## src/rtl/range_band_pkg.sv

```systemverilog
// -----------------------------------------------------------------------------
// range_band_pkg
// Shared types and width helpers for the range band classifier and any other
// conditional-logic block that reuses the band priority encoder.
//   calc_class_w : width of a band index (at least 1 bit)
//   calc_sel_w   : width of the statistics counter select
//   prio_res_t   : priority-encoder result {cls, hit, multi}
// The band_t {lo, hi} struct depends on the sample width, so each user module
// builds it from its own WIDTH-based localparam typedef.
// -----------------------------------------------------------------------------
package range_band_pkg;

  // Upper bound on band-index width carried in the shared result struct.
  localparam int unsigned CLASS_MAX_W = 16;

  function automatic int calc_class_w(input int num_bands);
    int w;
    w = $clog2(num_bands);
    if (w < 1) begin
      w = 1;
    end else begin
      w = w;
    end
    return w;
  endfunction

  function automatic int calc_sel_w(input int num_bands);
    return $clog2(num_bands + 2);
  endfunction

  typedef struct packed {
    logic [CLASS_MAX_W-1:0] cls;
    logic                   hit;
    logic                   multi;
  } prio_res_t;

endpackage

```

## src/rtl/range_band_classifier_if.sv

```systemverilog
// -----------------------------------------------------------------------------
// range_band_classifier_if
// Sample-in / result-out handshake bundle of the range band classifier.
//   in_valid/in_ready/in_data            : sample stream (producer -> block)
//   out_valid/out_ready/out_class/
//   out_hit/out_multi/out_match          : result stream (block -> consumer)
// Modports: slave = classifier side, master = producer/consumer side.
// -----------------------------------------------------------------------------
interface range_band_classifier_if
  import range_band_pkg::*;
#(
  parameter int WIDTH     = 8,
  parameter int NUM_BANDS = 4
) ();

  localparam int CLASS_W = calc_class_w(NUM_BANDS);

  logic                 in_valid;
  logic                 in_ready;
  logic [WIDTH-1:0]     in_data;
  logic                 out_valid;
  logic                 out_ready;
  logic [CLASS_W-1:0]   out_class;
  logic                 out_hit;
  logic                 out_multi;
  logic [NUM_BANDS-1:0] out_match;

  modport slave (
    input  in_valid, in_data, out_ready,
    output in_ready, out_valid, out_class, out_hit, out_multi, out_match
  );

  modport master (
    output in_valid, in_data, out_ready,
    input  in_ready, out_valid, out_class, out_hit, out_multi, out_match
  );

endinterface

```

## src/rtl/range_band_classifier_prio_enc.sv

```systemverilog
// -----------------------------------------------------------------------------
// band_prio_enc
// Combinational priority encoder for a band match vector.
//   match_i : one bit per band, set when that band matched
//   res_o   : cls   = lowest set index (0 when none set)
//             hit   = popcount >= 1
//             multi = popcount >= 2
// -----------------------------------------------------------------------------
module band_prio_enc
  import range_band_pkg::*;
#(
  parameter int NUM_BANDS = 4
) (
  input  logic [NUM_BANDS-1:0] match_i,
  output prio_res_t            res_o
);

  // One spare bit so the constant 2 is representable even for a single band.
  localparam int POP_W = $clog2(NUM_BANDS + 1) + 1;

  logic [POP_W-1:0]       pop_s;
  logic [CLASS_MAX_W-1:0] cls_s;

  // Popcount and lowest-index search; scanning downward leaves the lowest hit.
  always_comb begin
    pop_s = '0;
    cls_s = '0;
    for (int i = NUM_BANDS - 1; i >= 0; i--) begin
      if (match_i[i]) begin
        pop_s = pop_s + POP_W'(1);
        cls_s = CLASS_MAX_W'(i);
      end else begin
        pop_s = pop_s;
        cls_s = cls_s;
      end
    end
  end

  assign res_o.cls   = cls_s;
  assign res_o.hit   = (pop_s >= POP_W'(1));
  assign res_o.multi = (pop_s >= POP_W'(2));

endmodule

```

## src/rtl/range_band_classifier.sv

```systemverilog
// -----------------------------------------------------------------------------
// range_band_classifier
// Streaming classifier: each sample is checked against NUM_BANDS programmable
// inclusive unsigned ranges; the lowest matching band is reported together
// with hit / multi-match flags, through a 2-stage valid/ready pipeline.
// Ports:
//   clk, rst       : rising-edge clock, asynchronous active-high reset
//   cfg_we_i       : write strobe for band cfg_idx_i bounds {cfg_lo_i, cfg_hi_i}
//   stat_clr_i     : synchronous clear of all statistics counters
//   stat_sel_i     : counter select (bands, then no-match, then multi)
//   stat_count_o   : selected counter value (combinational mux)
//   bus            : sample/result handshake interface (slave side)
// -----------------------------------------------------------------------------
module range_band_classifier
  import range_band_pkg::*;
#(
  parameter  int WIDTH     = 8,
  parameter  int NUM_BANDS = 4,
  parameter  int CNT_W     = 16,
  localparam int CLASS_W   = calc_class_w(NUM_BANDS),
  localparam int SEL_W     = calc_sel_w(NUM_BANDS)
) (
  input  logic                 clk,
  input  logic                 rst,
  input  logic                 cfg_we_i,
  input  logic [CLASS_W-1:0]   cfg_idx_i,
  input  logic [WIDTH-1:0]     cfg_lo_i,
  input  logic [WIDTH-1:0]     cfg_hi_i,
  input  logic                 stat_clr_i,
  input  logic [SEL_W-1:0]     stat_sel_i,
  output logic [CNT_W-1:0]     stat_count_o,
  range_band_classifier_if.slave bus
);

  localparam int NUM_CNT = NUM_BANDS + 2;
  localparam int CNT_NM  = NUM_BANDS;
  localparam int CNT_MU  = NUM_BANDS + 1;

  typedef logic [WIDTH-1:0] bound_t;
  typedef struct packed {
    bound_t lo;
    bound_t hi;
  } band_t;

  band_t                bands_q [NUM_BANDS];
  logic [NUM_BANDS-1:0] match_s;

  logic                 s1_valid_q, s1_valid_d;
  logic [NUM_BANDS-1:0] s1_match_q, s1_match_d;

  logic                 out_valid_q, out_valid_d;
  logic [CLASS_W-1:0]   out_class_q, out_class_d;
  logic                 out_hit_q, out_hit_d;
  logic                 out_multi_q, out_multi_d;
  logic [NUM_BANDS-1:0] out_match_q, out_match_d;

  logic                 s2_adv_s;
  logic                 s1_adv_s;
  logic                 hs_s;
  prio_res_t            res_s;
  logic                 unused_cls_s;

  logic [NUM_CNT-1:0]   cnt_inc_s;
  logic [CNT_W-1:0]     cnt_all_s [NUM_CNT];

  // Band-bound registers; reset leaves every band disabled (lo > hi).
  always_ff @(posedge clk or posedge rst) begin
    if (rst) begin
      for (int i = 0; i < NUM_BANDS; i++) begin
        bands_q[i].lo <= '1;
        bands_q[i].hi <= '0;
      end
    end else begin
      for (int i = 0; i < NUM_BANDS; i++) begin
        // Indices beyond the last band never compare equal, so they are dropped.
        if (cfg_we_i && (cfg_idx_i == CLASS_W'(i))) begin
          bands_q[i].lo <= cfg_lo_i;
          bands_q[i].hi <= cfg_hi_i;
        end
      end
    end
  end

  // Inclusive unsigned range check of the incoming sample against every band.
  always_comb begin
    match_s = '0;
    for (int i = 0; i < NUM_BANDS; i++) begin
      match_s[i] = (bus.in_data >= bands_q[i].lo) && (bus.in_data <= bands_q[i].hi);
    end
  end

  // A stage moves when its successor is empty or moving this cycle.
  assign s2_adv_s     = !out_valid_q || bus.out_ready;
  assign s1_adv_s     = !s1_valid_q || s2_adv_s;
  assign hs_s         = out_valid_q && bus.out_ready;
  assign bus.in_ready = s1_adv_s;

  band_prio_enc #(
    .NUM_BANDS (NUM_BANDS)
  ) u_prio_enc (
    .match_i (s1_match_q),
    .res_o   (res_s)
  );

  // Only the low CLASS_W bits of the shared-width class field are meaningful.
  assign unused_cls_s = ^res_s.cls;

  // Pipeline next-state: stage 1 captures the match vector, stage 2 the result.
  always_comb begin
    s1_valid_d  = s1_valid_q;
    s1_match_d  = s1_match_q;
    out_valid_d = out_valid_q;
    out_class_d = out_class_q;
    out_hit_d   = out_hit_q;
    out_multi_d = out_multi_q;
    out_match_d = out_match_q;

    if (s1_adv_s) begin
      s1_valid_d = bus.in_valid;
      if (bus.in_valid) begin
        s1_match_d = match_s;
      end else begin
        s1_match_d = s1_match_q;
      end
    end else begin
      s1_valid_d = s1_valid_q;
    end

    if (s2_adv_s) begin
      out_valid_d = s1_valid_q;
      if (s1_valid_q) begin
        out_class_d = res_s.cls[CLASS_W-1:0];
        out_hit_d   = res_s.hit;
        out_multi_d = res_s.multi;
        out_match_d = s1_match_q;
      end else begin
        out_class_d = out_class_q;
      end
    end else begin
      // Stalled with a valid result: every field holds until the handshake.
      out_valid_d = out_valid_q;
    end
  end

  // Pipeline state registers.
  always_ff @(posedge clk or posedge rst) begin
    if (rst) begin
      s1_valid_q  <= 1'b0;
      s1_match_q  <= '0;
      out_valid_q <= 1'b0;
      out_class_q <= '0;
      out_hit_q   <= 1'b0;
      out_multi_q <= 1'b0;
      out_match_q <= '0;
    end else begin
      s1_valid_q  <= s1_valid_d;
      s1_match_q  <= s1_match_d;
      out_valid_q <= out_valid_d;
      out_class_q <= out_class_d;
      out_hit_q   <= out_hit_d;
      out_multi_q <= out_multi_d;
      out_match_q <= out_match_d;
    end
  end

  assign bus.out_valid = out_valid_q;
  assign bus.out_class = out_class_q;
  assign bus.out_hit   = out_hit_q;
  assign bus.out_multi = out_multi_q;
  assign bus.out_match = out_match_q;

  // Counter increment requests; a multi-match also bumps its band counter.
  always_comb begin
    cnt_inc_s = '0;
    for (int i = 0; i < NUM_BANDS; i++) begin
      cnt_inc_s[i] = hs_s && out_hit_q && (out_class_q == CLASS_W'(i));
    end
    cnt_inc_s[CNT_NM] = hs_s && !out_hit_q;
    cnt_inc_s[CNT_MU] = hs_s && out_multi_q;
  end

  for (genvar g = 0; g < NUM_CNT; g++) begin : g_cnt
    logic [CNT_W-1:0] cnt_q;

    // Saturating statistics counter; clear has priority over increment.
    always_ff @(posedge clk or posedge rst) begin
      if (rst) begin
        cnt_q <= '0;
      end else if (stat_clr_i) begin
        cnt_q <= '0;
      end else if (cnt_inc_s[g] && (cnt_q != {CNT_W{1'b1}})) begin
        cnt_q <= cnt_q + CNT_W'(1);
      end
    end

    assign cnt_all_s[g] = cnt_q;
  end

  // Statistics read mux; unused select codes read as zero.
  always_comb begin
    stat_count_o = '0;
    for (int i = 0; i < NUM_CNT; i++) begin
      if (stat_sel_i == SEL_W'(i)) begin
        stat_count_o = cnt_all_s[i];
      end else begin
        stat_count_o = stat_count_o;
      end
    end
  end

endmodule

```

## src/flat_wrapper.sv

```systemverilog
// flat-port wrapper written by rule: the top's interface ports become plain ports
module range_band_classifier_flat import range_band_pkg::*;
#(
  parameter  int WIDTH     = 8,
  parameter  int NUM_BANDS = 4,
  parameter  int CNT_W     = 16,
  localparam int CLASS_W   = calc_class_w(NUM_BANDS),
  localparam int SEL_W     = calc_sel_w(NUM_BANDS)
)
  (clk, rst, cfg_we_i, cfg_idx_i, cfg_lo_i, cfg_hi_i, stat_clr_i, stat_sel_i, stat_count_o, bus_in_valid, bus_in_data, bus_out_ready, bus_in_ready, bus_out_valid, bus_out_class, bus_out_hit, bus_out_multi, bus_out_match);
  range_band_classifier_if #(.WIDTH(WIDTH), .NUM_BANDS(NUM_BANDS)) bus_i ();
  input  logic clk;
  input  logic rst;
  input  logic cfg_we_i;
  input  logic [CLASS_W-1:0] cfg_idx_i;
  input  logic [WIDTH-1:0] cfg_lo_i;
  input  logic [WIDTH-1:0] cfg_hi_i;
  input  logic stat_clr_i;
  input  logic [SEL_W-1:0] stat_sel_i;
  output logic [CNT_W-1:0] stat_count_o;
  input wire logic [$bits(bus_i.in_valid)-1:0] bus_in_valid;
  input wire logic [$bits(bus_i.in_data)-1:0] bus_in_data;
  input wire logic [$bits(bus_i.out_ready)-1:0] bus_out_ready;
  output wire logic [$bits(bus_i.in_ready)-1:0] bus_in_ready;
  output wire logic [$bits(bus_i.out_valid)-1:0] bus_out_valid;
  output wire logic [$bits(bus_i.out_class)-1:0] bus_out_class;
  output wire logic [$bits(bus_i.out_hit)-1:0] bus_out_hit;
  output wire logic [$bits(bus_i.out_multi)-1:0] bus_out_multi;
  output wire logic [$bits(bus_i.out_match)-1:0] bus_out_match;
  assign bus_i.in_valid = bus_in_valid;
  assign bus_i.in_data = bus_in_data;
  assign bus_i.out_ready = bus_out_ready;
  assign bus_in_ready = bus_i.in_ready;
  assign bus_out_valid = bus_i.out_valid;
  assign bus_out_class = bus_i.out_class;
  assign bus_out_hit = bus_i.out_hit;
  assign bus_out_multi = bus_i.out_multi;
  assign bus_out_match = bus_i.out_match;
  range_band_classifier #(.WIDTH(WIDTH), .NUM_BANDS(NUM_BANDS), .CNT_W(CNT_W)) u_core (.clk(clk), .rst(rst), .cfg_we_i(cfg_we_i), .cfg_idx_i(cfg_idx_i), .cfg_lo_i(cfg_lo_i), .cfg_hi_i(cfg_hi_i), .stat_clr_i(stat_clr_i), .stat_sel_i(stat_sel_i), .stat_count_o(stat_count_o), .bus(bus_i));
endmodule
```

## config.mk

```make
export PLATFORM = sky130hd
export DESIGN_NAME = range_band_classifier_flat
export DESIGN_NICKNAME = d
export VERILOG_FILES = /design/src/rtl/range_band_pkg.sv /design/src/rtl/range_band_classifier_if.sv /design/src/rtl/range_band_classifier_prio_enc.sv /design/src/rtl/range_band_classifier.sv /design/src/flat_wrapper.sv
export SDC_FILE = /design/constraint.sdc
export NUM_CORES = 1
export LEC_CHECK = 0
export CORE_ASPECT_RATIO = 0.6
export CORE_MARGIN = 3
export CORE_UTILIZATION = 48
export DETAILED_ROUTE_END_ITERATION = 16
export PLACE_DENSITY = 0.66
export SETUP_SLACK_MARGIN = 0.2
export SLEW_MARGIN = 10
export SYNTH_ARGS = -nofsm -noshare
export SYNTH_HDL_FRONTEND = slang
export SYNTH_HIERARCHICAL = 1
export SYNTH_SLANG_ARGS = --single-unit
```

## constraint.sdc

```tcl
create_clock -name clk -period 7.15 [get_ports clk]
set_input_delay 1.43 -clock clk [delete_from_list [all_inputs] [get_ports clk]]
set_output_delay 1.43 -clock clk [all_outputs]
set_load 0.03 [all_outputs]
```

==> out/metrics.json <==
{
  "clock_tree": {
    "htreeDepth": 4,
    "cts_hold_repair.buffers": 0,
    "cts_tree": "done",
    "cts-root-to-sink-buffers": 2,
    "cts.reportedPaths.clkPinSlew_ps": 60,
    "clkSinkCount": 174,
    "postCtsResizedCells": 0,
    "clock_insertion_delay_worst_skew_ps": 430,
    "post-cts-setup-buffers": 0,
    "cts.root.buffer_cell": "clkbuf_16",
    "numCtsBuffers": 17
  },
  "power": {
    "netSwitchingPower_mw": 0.8204,
    "max_rail_drop_vdd_mv": 0.1633,
    "combinationalPowerShare": 0.204,
    "static-leakage-power_nw": 5.042,
    "swShare": 0.2946,
    "power.sequential.fraction": 0.438,
    "power.clock.fraction": 0.358,
    "p_int_mw": 1.965,
    "power.density_nw_per_um2": 233.1
  },
  "hold_path": {
    "min-delay-path-class": "flip-flop to flip-flop"
  },
  "setup_path": {
    "crit_arrival_ps": 4000,
    "worst_path_max_delay_cell": "clkdlybuf4s50_1",
    "cp-start-kind": "input port",
    "worstSetupEndpointType": "output pin",
    "crit_path_max_incr_delay_ps": 840,
    "timing_worst_setup_path_type": "input port to output pin",
    "critical_path_required_ps": 5720,
    "worst-path-max-fanout": 20,
    "crit_top_cell": "clkdlybuf4s50_1",
    "cp_cell_sequence": "clkdlybuf4s50_1 > and2_1 > a21oi_1 > o221ai_1 > clkdlybuf4s50_1"
  },
  "floorplan": {
    "rows": 41,
    "core-area_um2": 21240,
    "top_level_ports": 61,
    "fp.dieArea_um2": 23760,
    "initial_cell_density_of_the_core": 0.4948,
    "die_x_um": 197.0,
    "die_height_um": 120.6
  },
  "synthesis": {
    "synthesis.nets": 1196,
    "yosys_warnings": 6,
    "synth.avg_cell_area_um2": 9.684,
    "syn_inst": 1085,
    "mappedNetlistArea_um2": 10510
  },
  "finish": {
    "drive_above_1_share": 0.1273,
    "insertedDiodeCount": 0,
    "layoutNonFillerInstCount": 1418,
    "area_growth_syn_to_layout_pct": 13.69,
    "final_nets": 1238,
    "filler_cell_count": 1910,
    "multiInputGateArea_um2": 5680,
    "sequential_cell_area_in_the_final_layout_um2": 4394
  },
  "global_routing": {
    "grt_first_pass_wirelength_um": 42880,
    "vias_in_the_first_global_route": 7505,
    "groute.usage.overall": 0.2334,
    "grt_antenna_before_repair": 0,
    "globalRouteOverflowTotal": 0,
    "pin_count_of_the_biggest_net_entering_global_routing": 99
  },
  "detailed_routing": {
    "drt-vias-per-instance": 5.861,
    "drc_violation_count_after_routing": 0,
    "final_antenna_net_count": 0,
    "drt_pass1_iterations": 5,
    "post_drt_wl_per_cell_um": 19.38,
    "drt_iter0_drc": 833,
    "totalWireLength_um": 27480,
    "dr_total_vias": 8311
  },
  "placement": {
    "portBuffers": 60,
    "placedCellCount": 1387,
    "place.detailed.hpwl_um": 20260,
    "gp_congestion": 0.9364
  },
  "sta": {
    "final_cycle_utilization_of_the_critical_path": 0.7599,
    "relSlewSlack": 0.2708,
    "timing.fmax_mhz": 184.0,
    "timing.final.max_slew_violations": 0,
    "setup_viol": 0,
    "tns_ps": 0,
    "timing.clock.skew_ps": 8.883,
    "rsz0062_at_grt": "false",
    "max_slew.worst_pin.slew_ps": 1091,
    "final-hold-violation-count": 0,
    "finalCriticalPeriod_ps": 5434
  },
  "status": {
    "outcome": "finished, final reports clean"
  },
  "job": {
    "cap_viol_max_count": 0
  }
}
[cell type report]
cell class	count	area share
well taps	279	0.02922
flip-flops and latches	174	0.3678
multi-input cells	798	0.4755
clock buffers	22	0.03886
repair buffers	65	0.05258
inverters	71	0.02273
clock inverters	9	0.01330
[metrics by stage]
stage          instance area (um^2)  hold slack [ps]  utilization  power (mW)  setup WS, ps
6_report                      11950            498.9       0.5625       2.785          1717
5_1_grt                       11950            524.0       0.5625       2.941          1572
4_1_cts                       11950            498.1       0.5625       2.807          1777
3_5_place_dp                  11320            481.0       0.5332       1.795          1772
3_3_place_gp                  11320            488.4       0.5332       1.777          1831
2_1_floorplan                 10510            457.2            -       1.594          1056
[flip-flops by register name, summed over array words and instances, names as in the netlist]
name / count
u_core/g_cnt.cnt_q: 96
u_core/bands_q: 64
u_core/bus.out_match: 4
u_core/s1_match_q: 4
u_core/bus.out_class: 2
u_core/bus.out_hit: 1
u_core/bus.out_multi: 1
u_core/bus.out_valid: 1
u_core/s1_valid_q: 1
[layout by cell type (no fill, tap or decap), types with 38 or more instances in the layout]
cell type,count
ha_1,76
mux2_2,58
mux2i_1,38
inv_1,70
xnor2_1,53
a21oi_1,51
dfrtp_1,142
nand2_1,76
nor2_1,122
clkdlybuf4s50_1,58
[layer usage]
metal  vias up  GRT usage  wire [um]
li1       3962          -          -
met3        24    0.07853       2539
met4         0    0.04359        195
met5         -          0          0
met2       269     0.2853      10090
met1      4056     0.3853      14660
[critical path: cells and delay by family]
kind	cells	cell delay [ps]
buffers and inverters	2	1570
AOI/OAI and AO/OA	2	440
and+or+nand+nor	1	560
[power groups by stage]
stage	Sequential [mW]	Combinational, mW	Clock, mW
after floorplan	1.22	0.373	0
final	1.22	0.568	0.997
after global routing	1.23	0.638	1.07
after CTS	1.21	0.568	1.03
after detailed placement	1.23	0.565	0
after global placement	1.23	0.548	0
[final timing paths]
path                                                startpoint                               endpoint  slack [ps]  cells past startpoint
hold reg to reg                  u_core/s1_valid_q$_DFFE_PP0N_       u_core/bus.out_valid$_DFFE_PP0P_         500                      1
hold / removal                   u_core/s1_valid_q$_DFFE_PP0N_       u_core/bus.out_valid$_DFFE_PP0P_         500                      1
setup reg to reg           u_core/bus.out_class[0]$_DFFE_PP0P_  u_core/g_cnt[1].cnt_q[12]$_DFFE_PP0P_        4510                      5
max in group asynchronous                                  rst  u_core/g_cnt[5].cnt_q[14]$_DFFE_PP0P_        4180                      3
min in group asynchronous                                  rst  u_core/g_cnt[3].cnt_q[11]$_DFFE_PP0P_        1520                      2
setup / recovery                                 stat_sel_i[1]                        stat_count_o[2]        1720                      5
No activity file was read; power rests on OpenSTA's default activity.
